**config.mk**
```make
export PLATFORM = sky130hd
export DESIGN_NAME = rc4_phase_sequencer
export DESIGN_NICKNAME = d
export VERILOG_FILES = /design/src/rtl/rc4_pkg.sv /design/src/rtl/s_mem_mux.sv /design/src/rtl/rc4_phase_sequencer.sv
export SDC_FILE = /design/constraint.sdc
export NUM_CORES = 1
export LEC_CHECK = 0
export ABC_CLOCK_PERIOD_IN_PS = 6000
export CORE_ASPECT_RATIO = 1.1
export CORE_UTILIZATION = 40
export CTS_CLUSTER_DIAMETER = 30
export DETAILED_ROUTE_END_ITERATION = 8
export GPL_ROUTABILITY_DRIVEN = 0
export PLACE_DENSITY = 0.77
export SYNTH_ARGS = -nofsm -noshare
export SYNTH_HDL_FRONTEND = slang
export SYNTH_SLANG_ARGS = --single-unit
```
**constraint.sdc**
```tcl
create_clock -name clk -period 6 [get_ports clk]
set_input_delay 1.2 -clock clk [delete_from_list [all_inputs] [get_ports clk]]
set_output_delay 1.2 -clock clk [all_outputs]
set_load 0.005 [all_outputs]
```
**src/rtl/rc4_pkg.sv**
```systemverilog
// ============================================================================
// Module      : rc4_pkg
// Description : Shared types and constants for the RC4 phase sequencer:
//               sequencer state encoding, S-RAM phase owner IDs and the
//               S-RAM geometry.
// Revision    : 1.0 - initial release
// ============================================================================
`default_nettype none

package rc4_pkg;

    localparam int S_ADDR_W = 8;
    localparam int S_DATA_W = 8;

    typedef enum logic [2:0] {
        ST_IDLE  = 3'd0,
        ST_INIT  = 3'd1,
        ST_GAP1  = 3'd2,
        ST_SHUF  = 3'd3,
        ST_GAP2  = 3'd4,
        ST_DEC   = 3'd5,
        ST_DONE  = 3'd6,
        ST_ERROR = 3'd7
    } phase_state_e;

    typedef enum logic [1:0] {
        PH_NONE = 2'd0,
        PH_INIT = 2'd1,
        PH_SHUF = 2'd2,
        PH_DEC  = 2'd3
    } phase_id_e;

    // Maps a sequencer state to the phase that owns the S RAM in it.
    // Gaps, IDLE, DONE and ERROR own nothing.
    function automatic phase_id_e owner_of(input phase_state_e s);
        phase_id_e r;
        case (s)
            ST_INIT: r = PH_INIT;
            ST_SHUF: r = PH_SHUF;
            ST_DEC:  r = PH_DEC;
            default: r = PH_NONE;
        endcase
        return r;
    endfunction

endpackage

`default_nettype wire

```
**src/rtl/s_mem_mux.sv**
```systemverilog
// ============================================================================
// Module      : s_mem_mux
// Description : 3-way S-RAM request multiplexer. Forwards the selected
//               phase's address/data/write-enable combinationally and drives
//               all zeros when no phase owns the RAM.
// Revision    : 1.0 - initial release
// ============================================================================
`default_nettype none

module s_mem_mux
    import rc4_pkg::*;
#(
    parameter int ADDR_W = S_ADDR_W,
    parameter int DATA_W = S_DATA_W
) (
    input  phase_id_e           i_sel,
    input  logic [ADDR_W-1:0]   i_init_addr,
    input  logic [DATA_W-1:0]   i_init_data,
    input  logic                i_init_wren,
    input  logic [ADDR_W-1:0]   i_shuf_addr,
    input  logic [DATA_W-1:0]   i_shuf_data,
    input  logic                i_shuf_wren,
    input  logic [ADDR_W-1:0]   i_dec_addr,
    input  logic [DATA_W-1:0]   i_dec_data,
    input  logic                i_dec_wren,
    output logic [ADDR_W-1:0]   o_addr,
    output logic [DATA_W-1:0]   o_data,
    output logic                o_wren
);

    // Zero-latency select; a non-owner can never reach the RAM.
    always_comb begin
        o_addr = '0;
        o_data = '0;
        o_wren = 1'b0;
        case (i_sel)
            PH_INIT: begin
                o_addr = i_init_addr;
                o_data = i_init_data;
                o_wren = i_init_wren;
            end
            PH_SHUF: begin
                o_addr = i_shuf_addr;
                o_data = i_shuf_data;
                o_wren = i_shuf_wren;
            end
            PH_DEC: begin
                o_addr = i_dec_addr;
                o_data = i_dec_data;
                o_wren = i_dec_wren;
            end
            default: begin
                o_addr = '0;
                o_data = '0;
                o_wren = 1'b0;
            end
        endcase
    end

endmodule

`default_nettype wire

```
**src/rtl/rc4_phase_sequencer.sv**
```systemverilog
// ============================================================================
// Module      : rc4_phase_sequencer
// Description : Top-level RC4 controller. Runs init fill, key-schedule
//               shuffle and decrypt in order with level start / done
//               handshakes, grants the single-port S RAM to the active
//               phase only, and watchdogs every phase for hangs.
// Revision    : 1.0 - initial release
// ============================================================================
`default_nettype none

module rc4_phase_sequencer
    import rc4_pkg::*;
#(
    parameter int ADDR_W   = S_ADDR_W,
    parameter int DATA_W   = S_DATA_W,
    parameter int TIMEOUT  = 4096,
    parameter int MASK_CYC = 2
) (
    input  logic                clk,
    input  logic                reset_n,
    input  logic                go,
    output logic                busy,
    output logic                all_done,
    output logic                error,
    output logic [1:0]          err_phase,
    output logic                init_start,
    output logic                shuf_start,
    output logic                dec_start,
    input  logic                init_done,
    input  logic                shuf_done,
    input  logic                dec_done,
    input  logic [ADDR_W-1:0]   init_addr,
    input  logic [DATA_W-1:0]   init_data,
    input  logic                init_wren,
    input  logic [ADDR_W-1:0]   shuf_addr,
    input  logic [DATA_W-1:0]   shuf_data,
    input  logic                shuf_wren,
    input  logic [ADDR_W-1:0]   dec_addr,
    input  logic [DATA_W-1:0]   dec_data,
    input  logic                dec_wren,
    output logic [ADDR_W-1:0]   mem_address,
    output logic [DATA_W-1:0]   mem_data,
    output logic                mem_wren
);

    localparam int CNT_W = (TIMEOUT > 1) ? $clog2(TIMEOUT) : 1;
    localparam logic [CNT_W-1:0] C_MASK = CNT_W'(MASK_CYC);
    localparam logic [CNT_W-1:0] C_LAST = CNT_W'(TIMEOUT - 1);
    localparam logic [CNT_W-1:0] C_SAT  = '1;

    phase_state_e       r_state;
    phase_state_e       w_next;
    phase_id_e          w_err_ph;
    phase_id_e          r_err_phase;
    phase_id_e          w_owner;
    logic [CNT_W-1:0]   r_cnt;
    logic               w_done_ok;
    logic               w_last;
    logic               r_busy;
    logic               r_all_done;
    logic               r_error;
    logic               r_init_start;
    logic               r_shuf_start;
    logic               r_dec_start;

    // Next-state logic: done beats timeout when both land in one cycle.
    always_comb begin
        w_next    = r_state;
        w_err_ph  = PH_NONE;
        w_done_ok = (r_cnt >= C_MASK);
        w_last    = (r_cnt == C_LAST);
        case (r_state)
            ST_IDLE: begin
                if (go) w_next = ST_INIT;
            end
            ST_INIT: begin
                if (w_done_ok && init_done) begin
                    w_next = ST_GAP1;
                end else if (w_last) begin
                    w_next   = ST_ERROR;
                    w_err_ph = PH_INIT;
                end
            end
            ST_GAP1: w_next = ST_SHUF;
            ST_SHUF: begin
                if (w_done_ok && shuf_done) begin
                    w_next = ST_GAP2;
                end else if (w_last) begin
                    w_next   = ST_ERROR;
                    w_err_ph = PH_SHUF;
                end
            end
            ST_GAP2: w_next = ST_DEC;
            ST_DEC: begin
                if (w_done_ok && dec_done) begin
                    w_next = ST_DONE;
                end else if (w_last) begin
                    w_next   = ST_ERROR;
                    w_err_ph = PH_DEC;
                end
            end
            ST_DONE: begin
                if (go) w_next = ST_INIT;
            end
            ST_ERROR: begin
                if (go) w_next = ST_INIT;
            end
            default: w_next = ST_IDLE;
        endcase
    end

    // State register plus registered starts/status decoded from next state.
    always_ff @(posedge clk or negedge reset_n) begin
        if (!reset_n) begin
            r_state      <= ST_IDLE;
            r_busy       <= 1'b0;
            r_all_done   <= 1'b0;
            r_error      <= 1'b0;
            r_init_start <= 1'b0;
            r_shuf_start <= 1'b0;
            r_dec_start  <= 1'b0;
            r_err_phase  <= PH_NONE;
        end else begin
            r_state      <= w_next;
            r_busy       <= (w_next == ST_INIT) || (w_next == ST_GAP1) ||
                            (w_next == ST_SHUF) || (w_next == ST_GAP2) ||
                            (w_next == ST_DEC);
            r_all_done   <= (w_next == ST_DONE);
            r_error      <= (w_next == ST_ERROR);
            r_init_start <= (w_next == ST_INIT);
            r_shuf_start <= (w_next == ST_SHUF);
            r_dec_start  <= (w_next == ST_DEC);
            if ((w_next == ST_ERROR) && (r_state != ST_ERROR)) begin
                r_err_phase <= w_err_ph;
            end else if ((r_state == ST_ERROR) && (w_next == ST_INIT)) begin
                r_err_phase <= PH_NONE;
            end
        end
    end

    // Per-phase watchdog counter: cleared on every state change, saturating.
    always_ff @(posedge clk or negedge reset_n) begin
        if (!reset_n) begin
            r_cnt <= '0;
        end else if (w_next != r_state) begin
            r_cnt <= '0;
        end else if (r_cnt != C_SAT) begin
            r_cnt <= r_cnt + 1'b1;
        end
    end

    assign w_owner    = owner_of(r_state);
    assign busy       = r_busy;
    assign all_done   = r_all_done;
    assign error      = r_error;
    assign err_phase  = r_err_phase;
    assign init_start = r_init_start;
    assign shuf_start = r_shuf_start;
    assign dec_start  = r_dec_start;

    s_mem_mux #(
        .ADDR_W (ADDR_W),
        .DATA_W (DATA_W)
    ) u_mux (
        .i_sel       (w_owner),
        .i_init_addr (init_addr),
        .i_init_data (init_data),
        .i_init_wren (init_wren),
        .i_shuf_addr (shuf_addr),
        .i_shuf_data (shuf_data),
        .i_shuf_wren (shuf_wren),
        .i_dec_addr  (dec_addr),
        .i_dec_data  (dec_data),
        .i_dec_wren  (dec_wren),
        .o_addr      (mem_address),
        .o_data      (mem_data),
        .o_wren      (mem_wren)
    );

endmodule

`default_nettype wire

```
==> impl_metrics.toml, run 1 <==
[run_status]
status = "completed"

[detailed_routing]
drtPass1Iterations = 4
wire_per_inst_um = 14.44
wirelength_mm = 5.127
drc_errors = 0
drt_iter0_drc = 78
route.detailed.vias_per_inst = 5.549
ant_nets = 0
route.vias.total = 1970

[yosys]
yosysMostFrequentCell = "nor2_1"
synth_cell_types = 51
yosys_warnings = 0
synthFlopType = "dfrtp_1"
syn-mean-instance-area_um2 = 8.163
synth-seq-area-share_pct = 30.79
synth_edf_count = 0
synth_top_area_share_pct = 30.79
syn_area_um2 = 1869
synth_top_cells_by_count = "41 x nor2_1, 24 x a21oi_1, 23 x dfrtp_1"
synth_seq_cells = 23
synth_top_area_cell = "dfrtp_1"
synth_area_leaders = "dfrtp_1 31%, mux2i_1 9.6%, nor2_1 8.2%"
async_flop_share_pct = 100.0
syn-num-nets = 288
synth_cells = 229

[sta]
finalCriticalPeriod_ns = 4.273
relSlewSlack_pct = 23.75
setup_ws_ns = 1.727
fin_crit_sh_pct = 71.22
slew_viol_final = 0
tightest_slew_ns = 1.141
max_freq_mhz = 234.0
grt_setup_unrepaired = "false"
setup_tns_ns = 0
final.setup_skew_ns = 0.002341
setup_violations = 0
final_hold_viol_count = 0

[final_layout]
syn2layout_area_growth_pct = 46.18
layoutNonFillerInstCount = 355
num-fill-cells = 414
antennaDiodeCount = 0
final_nets = 361
drive_gt1_share_pct = 8.970

[grt]
grt_antenna_before_repair = 0
grt_pass1_wl_mm = 8.079
grt.total_usage_pct = 21.30
grt_max_degree = 32
grt-ovfl-total = 0
grt_pass1_vias = 1843

[power]
peakVddDrop_v = 0.0003450
powerDensity_nw_per_um2 = 413.1
power.total_w = 0.001129
leakage_nw = 1.037

[clock_tree]
clk_pin_slew_ns = 0.08
hold_buffers = 0
cts_setup_buffers = 0
cts_resized = 0
cts_tree = "done"
clock-root-buffer = "clkbuf_8"
cts_made_buffers = 3
clk_latency_ns = 0.27
cts_num_sinks = 23
clk_path_buf_depth = 2
htreeDepth = 1

[min_path]
hold_class = "flip-flop to flip-flop"
worstHoldStart = "err_phase[0]"

[critical_path]
critPathTopFamily = "simple AND/OR/NAND/NOR gates"
critPathArrivalTime_ns = 3.07
required_ns = 4.80
setup.worst_path.end_class = "output pin"
max_stage_delay_ns = 0.98
crit_fanout = 31
crit_path_start = "r_state[1]"
crit_type = "flip-flop to output pin"
slowest_stage = "nor2b_1"
reg2reg_from = "r_state[1]"
critPathBufInv = 1
setup.worst_path.start_class = "flip-flop"
critical_path.cell_chain = "nor2b_1 -> a21oi_1 -> nor2_1 -> clkdlybuf4s50_1"

[floorplan]
ioPinCount = 82
die_y_um = 73.70
initial_core_util_pct = 42.69
die_area_um2 = 4951
die_x_um = 67.18
core_um2 = 4379
rows = 25

[place]
dp_hpwl_mm = 3.861
pre_cts_slack_ns = 2.014
dpl.cell_count = 351
port_buffers = 81

[job]
max_cap_viol_count = 0
[kinds of logic after synthesis]
kind of cell / Yosys count / share of synthesized area [%]
mux: 18 / 9.638
flops: 23 / 30.79
compound gates: 61 / 21.95
simple gates: 94 / 26.77
fa+ha+maj: 2 / 1.338
xor+xnor: 8 / 3.748
buf+inv: 23 / 5.757
[state kept, by name (all words and copies together), names as in the netlist]
| register | flops |
|---|---|
| r_cnt | 12 |
| r_state | 3 |
| err_phase | 2 |
| all_done | 1 |
| busy | 1 |
| dec_start | 1 |
| error | 1 |
| init_start | 1 |
| shuf_start | 1 |
[cell usage in the layout (no fill, tap or decap), drive strengths merged, types with 2 or more instances in the layout]
master and n:
clkdlybuf4s50 81, nor2 41, a21oi 34, dfrtp 23, mux2i 18, nand3 13, nand2 12, o21ai 8
inv 7, nor4 6, a31oi 4, xnor2 4, xor2 4, nor3 4, nand4 3, clkbuf 3
or2 3, clkinv 3, a211o 3, nand3b 2, nor2b 2, a311oi 2, o211ai 2, and2 2
ha 2, a31o 2
[final timing paths]
kind,slack [ns],end,depth (start not counted)
worst max-delay path,1.73,mem_data[0],4
worst min-delay path,0.59,err_phase[0],2
worst max register to register,2.79,r_cnt[1],5
worst min register to register,0.59,err_phase[0],2
max in group asynchronous,3.88,dec_start,1
min in group asynchronous,1.49,r_cnt[7],1
[stage by stage]
stage	hold WS, ns	cell area, µm²	util (%)
2_1_floorplan	0.5428	1869	-
3_3_place_gp	0.5519	2686	61.34
3_5_place_dp	0.5837	2686	61.34
4_1_cts	0.6054	2733	62.40
5_1_grt	0.6180	2733	62.40
6_report	0.5896	2733	62.40
[routing by layer]
layer  vias up  wire length [µm]  global-route usage [%]
li1        965                 -                       -
met1       919              1953                   22.91
met2        76              2437                   37.67
met3        10               633                   6.211
met4         0               102                   9.929
met5         -                 0                       0
[worst reg2reg max path: cells and delay by family (launching register included)]
| kind | cells | cell delay (ns) |
|---|---|---|
| flip-flops | 1 | 0.94 |
| AO/OA/AOI/OAI | 2 | 0.49 |
| AND/OR/NAND/NOR | 3 | 1.63 |
[cell type report]
cell class / instances / area [µm²] / share of cell area, %
Clock buffer: 3 / 41.29 / 1.511
Clock inverter: 1 / 5.005 / 0.1832
Sequential cell: 23 / 575.6 / 21.06
Timing Repair Buffer: 82 / 818.3 / 29.95
Tap cell: 54 / 67.56 / 2.473
Multi-Input combinational cell: 183 / 1186 / 43.41
Inverter: 9 / 38.79 / 1.419
[power breakdown]
part	switching (W)	internal, W
Combinational	0.000402	0.000385
Clock	0.0000487	0.0000464
Sequential	0.0000546	0.000192
Total	0.000505	0.000623
Power figures use the tool's default switching activity.
==> run 2: changes to the inputs <==
Settings changed: ABC_CLOCK_PERIOD_IN_PS 6000 to 3800, CORE_UTILIZATION 40 to 38, PLACE_DENSITY 0.77 to 0.76.
Clock period 6 ns to 3.8 ns, I/O delays scaled along.
==> impl_metrics.toml, run 2 (synthesized netlist as in run 1, its figures left out) <==
[sta]
setup_tns_ns = 0
final.setup_skew_ns = 0.003771
hold-worst-slack_ns = 0.5781
relSlewSlack_pct = 34.12
finalCriticalPeriod_ns = 2.943
max_freq_mhz = 339.8
slew_viol_final = 0
setup_ws_ns = 0.8572
setup_violations = 0
final_hold_viol_count = 0
grt_setup_unrepaired = "false"
fin_crit_sh_pct = 77.44
tightest_slew_ns = 0.9851

[grt]
grt_max_degree = 32
grt_antenna_before_repair = 0
grt.total_usage_pct = 20.66
grt-ovfl-total = 0
grt_pass1_vias = 1784
grt_pass1_wl_mm = 8.135

[clock_tree]
htreeDepth = 1
cts_tree = "done"
hold_buffers = 0
cts_setup_buffers = 0
cts_num_sinks = 23
clk_pin_slew_ns = 0.07
clock-root-buffer = "clkbuf_8"
cts_resized = 0
clk_path_buf_depth = 2
cts_made_buffers = 3
clk_latency_ns = 0.26

[job]
max_cap_viol_count = 0

[run_status]
status = "completed"

[final_layout]
antennaDiodeCount = 0
final_common_cell = "clkdlybuf4s50_1"
final_nets = 363
top_register = "r_cnt"
syn2layout_area_growth_pct = 47.72
drive_gt1_share_pct = 9.241
final_util_pct = 58.95
layout_common_cells = "81 x clkdlybuf4s50_1, 41 x nor2_1, 24 x a21oi_1"
largest_reg_flops = 12
layoutNonFillerInstCount = 359

[critical_path]
required_ns = 3.04
critPathBufInv = 2
r2r_cells = 6
cpMostUsedCell = "nor2_1"
reg2reg_from = "r_state[2]"
crit_fanout = 16
slowest_stage = "dfrtp_1"
critPathArrivalTime_ns = 2.18
crit_type = "flip-flop to output pin"
worst_r2r_endpoint = "busy"
setup.worst_path.start_class = "flip-flop"
r2r_slack_ns = 0.97
max_stage_delay_ns = 0.77
setup.worst_path.end_class = "output pin"
critical_path.cell_chain = "buf_12 -> mux2i_1 -> nor2_1 -> a21oi_1 -> nor2_1 -> clkdlybuf4s50_1"
critPathTopFamily = "flip-flops"

[min_path]
hold_end = "err_phase[0]"
worstHoldStart = "err_phase[0]"
hold_class = "flip-flop to flip-flop"
hold_depth = 2

[place]
dpl.cell_count = 355
port_buffers = 81
pre_cts_slack_ns = 0.6176
dp_hpwl_mm = 4.009

[detailed_routing]
wire_per_inst_um = 14.74
wirelength_mm = 5.290
route.detailed.vias_per_inst = 5.549
drc_errors = 0
drtPass1Iterations = 4
ant_nets = 0
drt_iter0_drc = 83
route.vias.total = 1992

[power]
leakage_nw = 1.047
peakVddDrop_v = 0.0004427
powerDensity_nw_per_um2 = 662.7

[floorplan]
core_um2 = 4684
die_x_um = 68.87
ioPinCount = 82
die_y_um = 75.56
initial_core_util_pct = 39.90
rows = 26
die_area_um2 = 5204
run 2: changes by cell type in the layout (fill, tap and decap cells not counted):
| cell | change |
|---|---|
| buf_12 | +1 |
| clkinv_2 | -1 |
| buf_4 | +1 |
| clkbuf_1 | +1 |
run 2: tightest hold or removal path, stage by stage, from the launching register on:
cell	delay [ns]
dfrtp_1	0.39
nand2_1	0.06
o211ai_1	0.08
run 2: how the worst max path moves through the flow:
| stage | from | to | slack [ns] | depth (start not counted) |
|---|---|---|---|---|
| 6_report | r_state[2] | mem_data[1] | 0.86 | 6 |
| 5_1_grt | init_done | busy | 0.65 | 6 |
| 4_1_cts | r_state[2] | mem_data[1] | 0.83 | 6 |
| 3_5_place_dp | init_done | busy | 0.62 | 6 |
| 3_3_place_gp | init_done | busy | 0.78 | 6 |
| 2_1_floorplan | r_state[1] | mem_address[2] | 1.61 | 6 |
run 2: layout make-up:
class	instances	area [µm²]
fillers	433	1923
multi-input cells	183	1186
repair buffers	84	845.8
flip-flops and latches	23	575.6
well taps	56	70.07
clock buffers	4	45.04
inverters	9	38.79
run 2: per-layer routing:
metal | global-route usage, % | routed length [µm] | vias to the layer above
li1 | - | - | 966
met1 | 25.44 | 2195 | 925
met2 | 35.28 | 2331 | 93
met3 | 5.838 | 698 | 8
met4 | 5.215 | 65 | 0
met5 | 0 | 0 | -
run 2: stage by stage:
step	instance area (µm²)	total power (W)
after floorplan	1869	0.001207
after CTS	2761	0.001835
after detailed placement	2716	0.001684
final	2761	0.001830
after global routing	2761	0.002001
after global placement	2716	0.001674
run 2: where the power goes:
group          switching (W)  internal (W)
combinational       0.000669      0.000634
sequential         0.0000782      0.000304
clock              0.0000697     0.0000746
==> run 3: changes to the inputs <==
Settings changed: ABC_CLOCK_PERIOD_IN_PS 3800 to 2700.
Clock period 3.8 ns to 2.7 ns, I/O delays scaled along.
==> impl_metrics.toml, run 3 (synthesized netlist as in run 1, its figures left out) <==
[place]
port_buffers = 81
dp_hpwl_mm = 3.980
dpl.cell_count = 361

[critical_path]
critPathArrivalTime_ns = 2.03
r2r_cells = 8
crit_fanout = 15
reg2reg_from = "r_cnt[1]"
max_stage_delay_ns = 0.61
critPathTopFamily = "buffers and inverters"
required_ns = 2.16
worst_r2r_endpoint = "r_cnt[0]"
crit_type = "flip-flop to output pin"
setup.worst_path.end_class = "output pin"
critPathBufInv = 2
r2r_slack_ns = 0.34
slowest_stage = "dfrtp_1"
setup.worst_path.start_class = "flip-flop"
cpMostUsedCell = "nor2_1"
critical_path.cell_chain = "buf_12 -> mux2i_1 -> nor2_1 -> a21oi_1 -> nor2_1 -> clkdlybuf4s50_1"

[power]
powerDensity_nw_per_um2 = 929.0
leakage_nw = 1.077
peakVddDrop_v = 0.0006266
power.total_w = 0.002607

[detailed_routing]
ant_nets = 0
drtPass1Iterations = 4
route.vias.total = 1979
route.detailed.vias_per_inst = 5.422
wirelength_mm = 5.186
wire_per_inst_um = 14.21
drc_errors = 0
drt_iter0_drc = 75

[grt]
grt_antenna_before_repair = 0
grt-ovfl-total = 0
grt_pass1_vias = 1764
grt_pass1_wl_mm = 7.852
grt.total_usage_pct = 19.69
grt_max_degree = 30

[min_path]
worstHoldStart = "err_phase[0]"
hold_end = "err_phase[0]"
hold_class = "flip-flop to flip-flop"
hold_depth = 2

[clock_tree]
cts_resized = 0
hold_buffers = 0
cts_setup_buffers = 0
cts_num_sinks = 23
cts_made_buffers = 3
clk_latency_ns = 0.26
clk_pin_slew_ns = 0.08
cts_tree = "done"
clock-root-buffer = "clkbuf_8"
clk_path_buf_depth = 2
htreeDepth = 1

[final_layout]
final_util_pct = 59.91
layoutNonFillerInstCount = 365
final_nets = 369
drive_gt1_share_pct = 11.00
top_register = "r_cnt"
layout_common_cells = "81 x clkdlybuf4s50_1, 41 x nor2_1, 24 x a21oi_1"
syn2layout_area_growth_pct = 50.13
antennaDiodeCount = 0
final_common_cell = "clkdlybuf4s50_1"
largest_reg_flops = 12
num-fill-cells = 431

[run_status]
status = "completed"

[sta]
relSlewSlack_pct = 56.22
max_freq_mhz = 389.0
hold-worst-slack_ns = 0.5972
final_hold_viol_count = 0
setup_violations = 0
fin_crit_sh_pct = 95.21
finalCriticalPeriod_ns = 2.571
setup_tns_ns = 0
slew_viol_final = 0
final.setup_skew_ns = 0.0007506
tightest_slew_ns = 0.6560
grt_setup_unrepaired = "false"

[floorplan]
die_area_um2 = 5204
die_y_um = 75.56
core_um2 = 4684
rows = 26
die_x_um = 68.87
initial_core_util_pct = 39.90
ioPinCount = 82

[job]
max_cap_viol_count = 0
==> run 3: changes by cell type in the layout (fill, tap and decap cells not counted), sizes merged <==
cell	change
buf	+6
==> run 3: metrics by stage <==
step / setup WS [ns] / cell area, µm²
after floorplan: 0.6255 / 1869
after global placement: 0.2749 / 2761
after detailed placement: 0.2492 / 2761
after CTS: 0.1434 / 2806
after global routing: 0.006271 / 2806
final: 0.1293 / 2806
==> run 3: how the worst max path moves through the flow <==
stage                from          end  slack (ns)  depth (start not counted)
2_1_floorplan    r_cnt[1]    r_cnt[10]        0.63                          8
3_3_place_gp    shuf_done     r_cnt[0]        0.27                          8
3_5_place_dp           go     r_cnt[1]        0.25                          7
4_1_cts        r_state[2]  mem_data[1]        0.14                          6
5_1_grt        r_state[2]  mem_data[2]       0.006                          6
6_report       r_state[2]  mem_data[1]        0.13                          6
==> run 3: worst register-to-register path, stage by stage (launching register included) <==
cell and delay [ns]:
dfrtp_1 0.45, ha_1 0.24, nor4_4 0.26, nand3_2 0.19, and4b_1 0.27, a211o_4 0.30, clkinv_4 0.08, a211o_2 0.34
a21oi_1 0.12
==> run 3: cell type report <==
cell class                 instances  area [µm²]  area share (%)
sequential                        23       575.6           20.51
timing repair buffer              90       890.9           31.74
inverter                           9       38.79           1.382
multi-input combinational        183        1186           42.26
clock buffer                       4       45.04           1.605
tap                               56       70.07           2.497
==> run 3: report_power, final <==
part | total (W) | internal, W | switching, W
clock network | 0.000212 | 0.000105 | 0.000106
registers | 0.000525 | 0.000428 | 0.0000972
logic | 0.00187 | 0.000932 | 0.000938
==> run 3: metal layers <==
layer,part of all wire (%),GRT usage [%],up-vias
met1,40,24.23,920
met5,0,0,-
met4,0.58,5.896,0
met2,46,33.98,80
met3,13,4.491,3
li1,-,-,976
